[config.mk]
export PLATFORM = sky130hd
export DESIGN_NAME = fetch_unit
export DESIGN_NICKNAME = d
export VERILOG_FILES = /design/src/rtl/fetch_pkg.sv /design/src/rtl/fetch_hold_buf.sv /design/src/rtl/fetch_unit.sv
export SDC_FILE = /design/constraint.sdc
export NUM_CORES = 1
export LEC_CHECK = 0
export BUFFER_PORTS_ARGS = -buffer_cell sky130_fd_sc_hd__buf_2
export CORE_ASPECT_RATIO = 0.6
export CORE_MARGIN = 3
export CORE_UTILIZATION = 40
export DETAILED_ROUTE_END_ITERATION = 7
export SLEW_MARGIN = 15
export SYNTH_ARGS = -nofsm -noshare
export SYNTH_HDL_FRONTEND = slang
export SYNTH_SLANG_ARGS = --single-unit
[constraint.sdc]
create_clock -name clk -period 5.65 [get_ports clk]
set_clock_uncertainty 0.05 [all_clocks]
set_input_delay 0.8475 -clock clk [delete_from_list [all_inputs] [get_ports clk]]
set_output_delay 0.8475 -clock clk [all_outputs]
set_load 0.01 [all_outputs]
[src/rtl/fetch_pkg.sv]
// Shared types and constants for the instruction-fetch stage.
// Optional misaligned-fetch check is enabled by defining FETCH_ALIGN_CHK_EN.
package fetch_pkg;

  localparam int INSTR_W = 32;
  localparam logic [INSTR_W-1:0] NOP = 32'h0000_0013;

  typedef enum logic [2:0] {
    IDLE  = 3'd0,
    FETCH = 3'd1,
    WAIT  = 3'd2,
    HOLD  = 3'd3,
    DROP  = 3'd4
  } fetch_state_t;

  typedef struct packed {
    logic               valid;
    logic [INSTR_W-1:0] instr;
    logic [31:0]        pc;
    logic               exc;
  } if_slot_t;

endpackage

[src/rtl/fetch_hold_buf.sv]
// One-entry skid buffer holding a fetched {instr, pc, exc} while decode is stalled.
// Clear wins over load so a redirect always empties it.
module fetch_hold_buf
  import fetch_pkg::*;
#(
  parameter int LENGTH = 32
) (
  input  logic               clk,
  input  logic               reset,
  input  logic               load,
  input  logic               clear,
  input  logic [INSTR_W-1:0] d_instr,
  input  logic [LENGTH-1:0]  d_pc,
  input  logic               d_exc,
  output logic               valid,
  output logic [INSTR_W-1:0] instr,
  output logic [LENGTH-1:0]  pc,
  output logic               exc
);

  logic               valid_d, valid_q;
  logic [INSTR_W-1:0] instr_d, instr_q;
  logic [LENGTH-1:0]  pc_d, pc_q;
  logic               exc_d, exc_q;

  always_comb begin
    valid_d = valid_q;
    instr_d = instr_q;
    pc_d    = pc_q;
    exc_d   = exc_q;
    if (clear) begin
      valid_d = 1'b0;
    end else if (load) begin
      valid_d = 1'b1;
      instr_d = d_instr;
      pc_d    = d_pc;
      exc_d   = d_exc;
    end
  end

  always_ff @(posedge clk) begin
    if (reset) begin
      valid_q <= 1'b0;
      instr_q <= '0;
      pc_q    <= '0;
      exc_q   <= 1'b0;
    end else begin
      valid_q <= valid_d;
      instr_q <= instr_d;
      pc_q    <= pc_d;
      exc_q   <= exc_d;
    end
  end

  assign valid = valid_q;
  assign instr = instr_q;
  assign pc    = pc_q;
  assign exc   = exc_q;

endmodule

[src/rtl/fetch_unit.sv]
// Instruction-fetch stage: one read per PC, latency absorption, IF/ID slot and PC write enable.
// FETCH_ALIGN_CHK_EN turns misaligned PCs into an exception slot instead of a fetch.
module fetch_unit
  import fetch_pkg::*;
#(
  parameter int LENGTH = 32
) (
  input  logic               clk,
  input  logic               reset,
  input  logic [LENGTH-1:0]  pc_q,
  output logic               pc_wr,
  input  logic               redirect,
  output logic               mem_req,
  output logic [LENGTH-1:0]  mem_addr,
  input  logic               mem_ready,
  input  logic [INSTR_W-1:0] mem_rdata,
  input  logic               id_stall,
  output logic               if_valid,
  output logic [INSTR_W-1:0] if_instr,
  output logic [LENGTH-1:0]  if_pc,
  output logic               if_exc,
  output logic [2:0]         dbg_state
);

  fetch_state_t       state_d, state_q;
  logic [LENGTH-1:0]  req_pc_d, req_pc_q;
  logic               if_valid_d, if_valid_q;
  logic [INSTR_W-1:0] if_instr_d, if_instr_q;
  logic [LENGTH-1:0]  if_pc_d, if_pc_q;
  logic               if_exc_d, if_exc_q;
  logic               halt_d, halt_q;

  logic               misalign, slot_free;
  logic               ld_slot, buf_load, buf_clear;
  logic [INSTR_W-1:0] ld_instr;
  logic [LENGTH-1:0]  ld_pc;
  logic               ld_exc;
  logic               buf_valid, buf_exc;
  logic [INSTR_W-1:0] buf_instr;
  logic [LENGTH-1:0]  buf_pc;

`ifdef FETCH_ALIGN_CHK_EN
  assign misalign = (pc_q[1:0] != 2'b00);
`else
  assign misalign = 1'b0;
`endif

  assign slot_free = !if_valid_q || !id_stall;

  always_comb begin
    state_d    = state_q;
    req_pc_d   = req_pc_q;
    if_valid_d = if_valid_q;
    if_instr_d = if_instr_q;
    if_pc_d    = if_pc_q;
    if_exc_d   = if_exc_q;
    halt_d     = halt_q;
    pc_wr      = 1'b0;
    mem_req    = 1'b0;
    ld_slot    = 1'b0;
    buf_load   = 1'b0;
    buf_clear  = 1'b0;
    ld_instr   = mem_rdata;
    ld_pc      = req_pc_q;
    ld_exc     = 1'b0;
    if (!id_stall) if_valid_d = 1'b0;

    case (state_q)
      IDLE: state_d = FETCH;
      FETCH: begin
        // A halted stage sits in FETCH issuing nothing until a redirect.
        if (!halt_q) begin
          if (misalign) begin
            halt_d   = 1'b1;
            ld_instr = NOP;
            ld_pc    = pc_q;
            ld_exc   = 1'b1;
            if (slot_free) begin
              ld_slot = 1'b1;
            end else begin
              buf_load = 1'b1;
              state_d  = HOLD;
            end
          end else begin
            mem_req  = 1'b1;
            req_pc_d = pc_q;
            state_d  = WAIT;
          end
        end
      end
      WAIT: begin
        if (mem_ready) begin
          if (slot_free) begin
            ld_slot = 1'b1;
            pc_wr   = 1'b1;
            state_d = FETCH;
          end else begin
            buf_load = 1'b1;
            state_d  = HOLD;
          end
        end
      end
      HOLD: begin
        if (!id_stall && buf_valid) begin
          ld_slot   = 1'b1;
          ld_instr  = buf_instr;
          ld_pc     = buf_pc;
          ld_exc    = buf_exc;
          pc_wr     = !buf_exc;
          buf_clear = 1'b1;
          state_d   = FETCH;
        end
      end
      DROP: if (mem_ready) state_d = FETCH;
      default: state_d = IDLE;
    endcase

    if (ld_slot) begin
      if_valid_d = 1'b1;
      if_instr_d = ld_instr;
      if_pc_d    = ld_pc;
      if_exc_d   = ld_exc;
    end

    // Redirect overrides everything decided above; an outstanding read becomes an orphan.
    if (redirect) begin
      pc_wr      = (state_q != IDLE);
      if_valid_d = 1'b0;
      buf_load   = 1'b0;
      buf_clear  = 1'b1;
      halt_d     = 1'b0;
      case (state_q)
        FETCH:       state_d = mem_req ? DROP : FETCH;
        WAIT, DROP:  state_d = mem_ready ? FETCH : DROP;
        default:     state_d = FETCH;
      endcase
    end
  end

  always_ff @(posedge clk) begin
    if (reset) begin
      state_q    <= IDLE;
      req_pc_q   <= '0;
      if_valid_q <= 1'b0;
      if_instr_q <= '0;
      if_pc_q    <= '0;
      if_exc_q   <= 1'b0;
      halt_q     <= 1'b0;
    end else begin
      state_q    <= state_d;
      req_pc_q   <= req_pc_d;
      if_valid_q <= if_valid_d;
      if_instr_q <= if_instr_d;
      if_pc_q    <= if_pc_d;
      if_exc_q   <= if_exc_d;
      halt_q     <= halt_d;
    end
  end

  fetch_hold_buf #(.LENGTH(LENGTH)) u_hold_buf (
    .clk     (clk),
    .reset   (reset),
    .load    (buf_load),
    .clear   (buf_clear),
    .d_instr (ld_instr),
    .d_pc    (ld_pc),
    .d_exc   (ld_exc),
    .valid   (buf_valid),
    .instr   (buf_instr),
    .pc      (buf_pc),
    .exc     (buf_exc)
  );

  assign mem_addr  = mem_req ? {pc_q[LENGTH-1:2], 2'b00} : '0;
  assign if_valid  = if_valid_q;
  assign if_instr  = if_instr_q;
  assign if_pc     = if_pc_q;
  assign if_exc    = if_exc_q;
  assign dbg_state = state_q;

`ifndef SYNTHESIS
  a_no_ready_outside_wait: assert property (@(posedge clk) disable iff (reset)
    !(mem_ready && (state_q == IDLE || state_q == FETCH)));
`endif

endmodule

==> flow_metrics.py, run 1 <==
metrics = {
    "setup_path": {
        "end_kind": "output pin",
        "startpoint": "dbg_state[0]",
        "crit_arrival_ns": 2.61,
        "cp-start-kind": "flip-flop",
        "rr_endpoint": "if_instr[26]",
        "critPathMaxFanout": 34,
        "r2r_cells": 5,
        "regToRegSetupSlack_ns": 2.65,
        "crit_type": "flip-flop to output pin",
        "r2r_start": "dbg_state[1]",
        "required_ns": 4.75,
    },
    "layout": {
        "layout_common_cells": "196 x nand2_1, 168 x buf_2, 167 x dfxtp_1",
        "instances_no_fill": 1228,
        "final_nets": 1051,
        "final_common_cell": "nand2_1",
        "layout-area-overhead-vs-synth_pct": 19.68,
        "fin_area_um2": 8612,
        "insertedDiodeCount": 0,
        "final_layout_size_suffix_gt1_frac": 0.2193,
    },
    "run_status": {
        "status": "finished, final reports clean",
    },
    "clock_network": {
        "cts_tree": "yes",
        "cts_resized": 0,
        "htreeDepth": 4,
        "clock-root-buffer": "clkbuf_16",
        "cts.sinks": 167,
        "cts.clk_slew.worst_paths_ns": 0.06,
        "cts_setup_buffers": 0,
        "hold_buffers": 0,
        "clk_path_buf_depth": 2,
        "cts_buffers": 17,
        "clkLatencyLatePin_ns": 0.42,
    },
    "floorplanning": {
        "die_area_um2": 19690,
        "die_h_um": 109.9,
        "die_x_um": 179.2,
        "io_pins": 172,
        "start_util": 0.4145,
        "rows": 37,
        "core_area_um2": 17360,
    },
    "place": {
        "dp_hpwl_mm": 12.84,
        "port_buffers": 169,
        "place_congestion": 0.7378,
        "placed_cells": 1196,
        "placed_area_um2": 8044,
        "pre_cts_ws_ns": 2.129,
    },
    "routing": {
        "wl_per_cell_um": 17.83,
        "viasPerCell": 5.489,
        "first_iter_violations": 680,
        "dr.pass1.iters": 5,
        "postRouteAntennaNets": 0,
        "drc": 0,
        "vias": 6740,
        "drt_wl_total_mm": 21.89,
    },
    "hold_path": {
        "min_path_type": "flip-flop to flip-flop",
        "min_from": "u_hold_buf.pc[0]",
        "holdPathStages": 2,
        "whs_endpoint": "u_hold_buf.pc[0]",
    },
    "synth": {
        "ys_seq_area_frac": 0.4646,
        "netlist_area_um2": 7196,
        "syn_inst": 875,
        "synth_cell_types": 34,
        "synth_area_per_cell_um2": 8.224,
        "yosys_warnings": 0,
        "synth-seq-cells": 167,
    },
    "timing": {
        "finalWorstSetupSlack_ns": 2.147,
        "setup_violations": 0,
        "hold_viol": 0,
        "rsz0062_at_grt": "false",
        "setup_tns_ns": 0,
        "drv_slew": 0,
        "period_share": 0.6200,
        "min_period_ns": 3.503,
        "maxSlewHeadroom": 0.3073,
        "tightest_slew_ns": 1.039,
        "max_freq_mhz": 285.5,
    },
    "power": {
        "ir_worst_vdd_mv": 0.1931,
        "p_leak_uw": 0.003420,
        "powerDensity_nw_per_um2": 300.9,
    },
    "global_route": {
        "grt_pass1_wl_mm": 33.90,
        "first_global_vias": 6147,
        "grt_use_total": 0.2178,
        "grt_antenna_before_repair": 0,
        "grt_max_degree": 94,
        "overflow": 0,
    },
    "job": {
        "max_cap_viol_count": 0,
    },
}
==> stage by stage <==
stage,utilization,power (µW),hold WS (ns)
CTS,0.4954,2605,0.4086
floorplan,-,1393,0.3854
global route,0.4961,2681,0.4200
finish,0.4961,2591,0.4055
detailed placement,0.4634,1498,0.3983
global placement,0.4634,1496,0.3933
==> layout make-up <==
type	instances	area [µm²]
Inverter	32	122.6
Sequential cell	167	3343
Multi-Input combinational cell	582	3334
Tap cell	234	292.8
Clock inverter	9	102.6
Timing Repair Buffer	182	962.2
Clock buffer	22	454.2
Fill cell	1667	8748
==> where the power goes <==
part | leakage, µW | switching (µW) | total, µW | internal [µW]
logic | 0.00180 | 174 | 247 | 72.8
clock network | 0.000266 | 461 | 1120 | 657
registers | 0.00135 | 23.1 | 1230 | 1200
total | 0.00342 | 658 | 2590 | 1930
==> critical path: stages, from the launching register on <==
cell and delay [ns]:
dfxtp_1 0.56, or3b_2 0.48, buf_4 0.27, clkinv_1 0.08
buf_4 0.36, nand2_1 0.20, inv_1 0.08, buf_2 0.13
==> Yosys cell counts <==
cell type / instances / area (µm²)
or2_2: 1 / 6.260
a41o_1: 1 / 10.01
o311ai_0: 1 / 8.760
nor4b_4: 1 / 23.77
buf_4: 5 / 37.54
nand3_1: 64 / 320.3
o211a_1: 1 / 10.01
a21oi_1: 36 / 180.2
or3b_1: 1 / 8.760
dfxtp_1: 167 / 3343
mux2i_1: 64 / 640.6
buf_2: 6 / 30.03
nand2b_1: 3 / 18.77
nand2_1: 196 / 735.7
or3_1: 2 / 12.51
nor3b_1: 4 / 30.03
nand3b_1: 2 / 15.01
nor2_1: 1 / 3.750
clkinv_1: 1 / 3.750
a21boi_0: 1 / 7.510
buf_6: 5 / 56.30
a2111oi_0: 1 / 8.760
o21ai_0: 64 / 320.3
or3b_2: 1 / 8.760
clkbuf_1: 74 / 277.8
conb_1: 1 / 3.750
a211o_1: 2 / 17.52
nor4b_1: 1 / 8.760
nor3_1: 65 / 325.3
a311oi_1: 65 / 569.3
buf_1: 5 / 18.77
a22oi_1: 1 / 7.510
inv_1: 31 / 116.4
a21bo_2: 1 / 10.01
==> flip-flops by register name, summed over array words and instances (netlist names) <==
signal            count
dbg_state             3
if_exc                1
if_instr             32
if_pc                32
if_valid              1
req_pc_q             32
u_hold_buf.exc        1
u_hold_buf.instr     32
u_hold_buf.pc        32
u_hold_buf.valid      1
==> layer usage <==
layer  vias to the layer above  share of wire  GRT usage  routed length, µm
met3                        12          0.070    0.03830               1530
met4                         0         0.0056    0.03969                123
met1                      3222           0.51     0.3401              11260
met2                       231           0.41     0.3128               8983
met5                         -              0          0                  0
li1                       3275              -          -                  -
==> logic make-up after synthesis <==
kind of cell | after synthesis | share of synthesized area
buf+inv | 127 | 0.07512
simple gates | 342 | 0.2109
other cells | 1 | 0.0005211
mux | 64 | 0.08903
compound gates | 174 | 0.1598
flops | 167 | 0.4646
==> worst max path at each step <==
stage | end
final | mem_addr[5]
after global routing | mem_addr[20]
after CTS | mem_addr[5]
after global placement | if_pc[1]
after detailed placement | if_pc[1]
after floorplan | pc_wr
(Power assumes the default switching activity.)
==> inputs of run 2 (changes only) <==
- clock period: 5.65 -> 2.9 ns (I/O delays scaled with it)
==> run 2 against run 1 <==
Against the previous run: register-to-register slack worse by 2.0 ns; final cell count is 0.65% higher; critical endpoint is now mem_addr[29]; cell area is 0.77% higher.
==> flow_metrics.py, run 2 (synthesized netlist as in run 1, its figures left out) <==
metrics = {
    "run_status": {
        "status": "finished, final reports clean",
    },
    "clock_network": {
        "cts.clk_slew.worst_paths_ns": 0.06,
        "hold_buffers": 0,
        "cts_resized": 0,
        "clock-root-buffer": "clkbuf_16",
        "clk_path_buf_depth": 2,
        "clkLatencyLatePin_ns": 0.42,
        "cts_tree": "yes",
        "cts_setup_buffers": 0,
        "htreeDepth": 4,
        "cts.sinks": 167,
        "cts_buffers": 17,
    },
    "global_route": {
        "first_global_vias": 6144,
        "grt_antenna_before_repair": 0,
        "overflow": 0,
        "grt_max_degree": 66,
        "grt_pass1_wl_mm": 33.77,
        "grt_use_total": 0.2166,
    },
    "routing": {
        "drt_wl_total_mm": 21.08,
        "wl_per_cell_um": 17.05,
        "wl_met1_mm": 11.01,
        "postRouteAntennaNets": 0,
        "dr_wl_met2_mm": 8.467,
        "routed-wl-met3_mm": 1.399,
        "first_iter_violations": 446,
        "top_layer": "met4",
        "drc": 0,
        "viasPerCell": 5.361,
        "dr.pass1.iters": 7,
        "vias": 6626,
    },
    "setup_path": {
        "end_kind": "output pin",
        "required_ns": 2.41,
        "crit_type": "flip-flop to output pin",
        "crit_arrival_ns": 2.20,
        "critPathMaxFanout": 34,
        "cp-start-kind": "flip-flop",
    },
    "floorplanning": {
        "die_h_um": 109.9,
        "die_area_um2": 19690,
        "die_x_um": 179.2,
        "core_area_um2": 17360,
        "io_pins": 172,
        "rows": 37,
        "start_util": 0.4145,
    },
    "layout": {
        "layout_common_cells": "196 x nand2_1, 168 x buf_2, 167 x dfxtp_1",
        "layout-area-overhead-vs-synth_pct": 20.61,
        "final_layout_size_suffix_gt1_frac": 0.2275,
        "fin_util": 0.4999,
        "instances_no_fill": 1236,
        "insertedDiodeCount": 0,
        "n_fill_cell": 1700,
        "final_common_cell": "nand2_1",
        "final_nets": 1058,
    },
    "power": {
        "clock_power_share": 0.424,
        "switching_share": 0.2690,
        "total_power_uw": 4993,
        "p_int_uw": 3650,
        "power_switching_uw": 1343,
        "seqPwrFrac": 0.479,
        "powerDensity_nw_per_um2": 575.4,
        "p_comb_frac": 0.097,
        "ir_worst_vdd_mv": 0.3429,
        "p_leak_uw": 0.003454,
    },
    "place": {
        "place_congestion": 0.8037,
        "port_buffers": 169,
        "dp_hpwl_mm": 13.04,
        "placed_cells": 1204,
    },
    "timing": {
        "rsz0062_at_grt": "false",
        "period_share": 0.9249,
        "drv_slew": 0,
        "max_freq_mhz": 372.8,
        "tightest_slew_ns": 0.6897,
        "hold_viol": 0,
        "setup_tns_ns": 0,
        "maxSlewHeadroom": 0.5402,
        "setup_violations": 0,
        "min_period_ns": 2.682,
    },
    "job": {
        "max_cap_viol_count": 0,
    },
    "hold_path": {
        "min_path_type": "input pin to flip-flop",
    },
}
## run 2: path summary, 6_finish.rpt
check / startpoint / to / slack, ns / cells after the start
worst max-delay path: dbg_state[0] / mem_addr[29] / 0.22 / 6
worst min-delay path: pc_q[0] / req_pc_q[0] / 0.21 / 3
worst max register to register: dbg_state[1] / u_hold_buf.instr[11] / 0.70 / 4
worst min register to register: u_hold_buf.instr[17] / u_hold_buf.instr[17] / 0.41 / 2
## run 2: layout make-up
cell class | count | area, µm² | share of cell area
Multi-Input combinational cell | 582 | 3334 | 0.3842
Clock inverter | 11 | 88.84 | 0.01024
Tap cell | 234 | 292.8 | 0.03374
Timing Repair Buffer | 189 | 1036 | 0.1194
Inverter | 32 | 122.6 | 0.01413
Sequential cell | 167 | 3343 | 0.3852
Clock buffer | 21 | 460.4 | 0.05306
## run 2: worst max-delay path: stages, from the launching register on
cell and delay [ns]:
dfxtp_1 0.54, or3b_2 0.50, clkinv_1 0.06, buf_4 0.33, nand2_1 0.14, inv_1 0.07, buf_2 0.12
## run 2: routing by layer
metal	up-vias	track usage
met5	-	0
met4	0	0.05292
met3	18	0.04244
met2	239	0.3093
met1	3078	0.3318
li1	3291	-
## run 2: power by group through the flow
stage	combinational (µW)	sequential, µW	clock (µW)
final	485	2390	2120
after global routing	541	2400	2260
after CTS	490	2390	2160
after detailed placement	488	2440	0
after global placement	490	2440	0
after floorplan	289	2430	0
## run 2: metrics by stage
| stage | hold WS (ns) | worst slack (ns) | area [µm²] |
|---|---|---|---|
| CTS | 0.2019 | 0.1879 | 8678 |
| floorplan | 0.3854 | 0.7847 | 7199 |
| detailed placement | 0.3975 | 0.6314 | 8129 |
| global route | 0.2057 | 0.001974 | 8678 |
| global placement | 0.3927 | 0.6866 | 8129 |
| finish | 0.2071 | 0.2179 | 8678 |
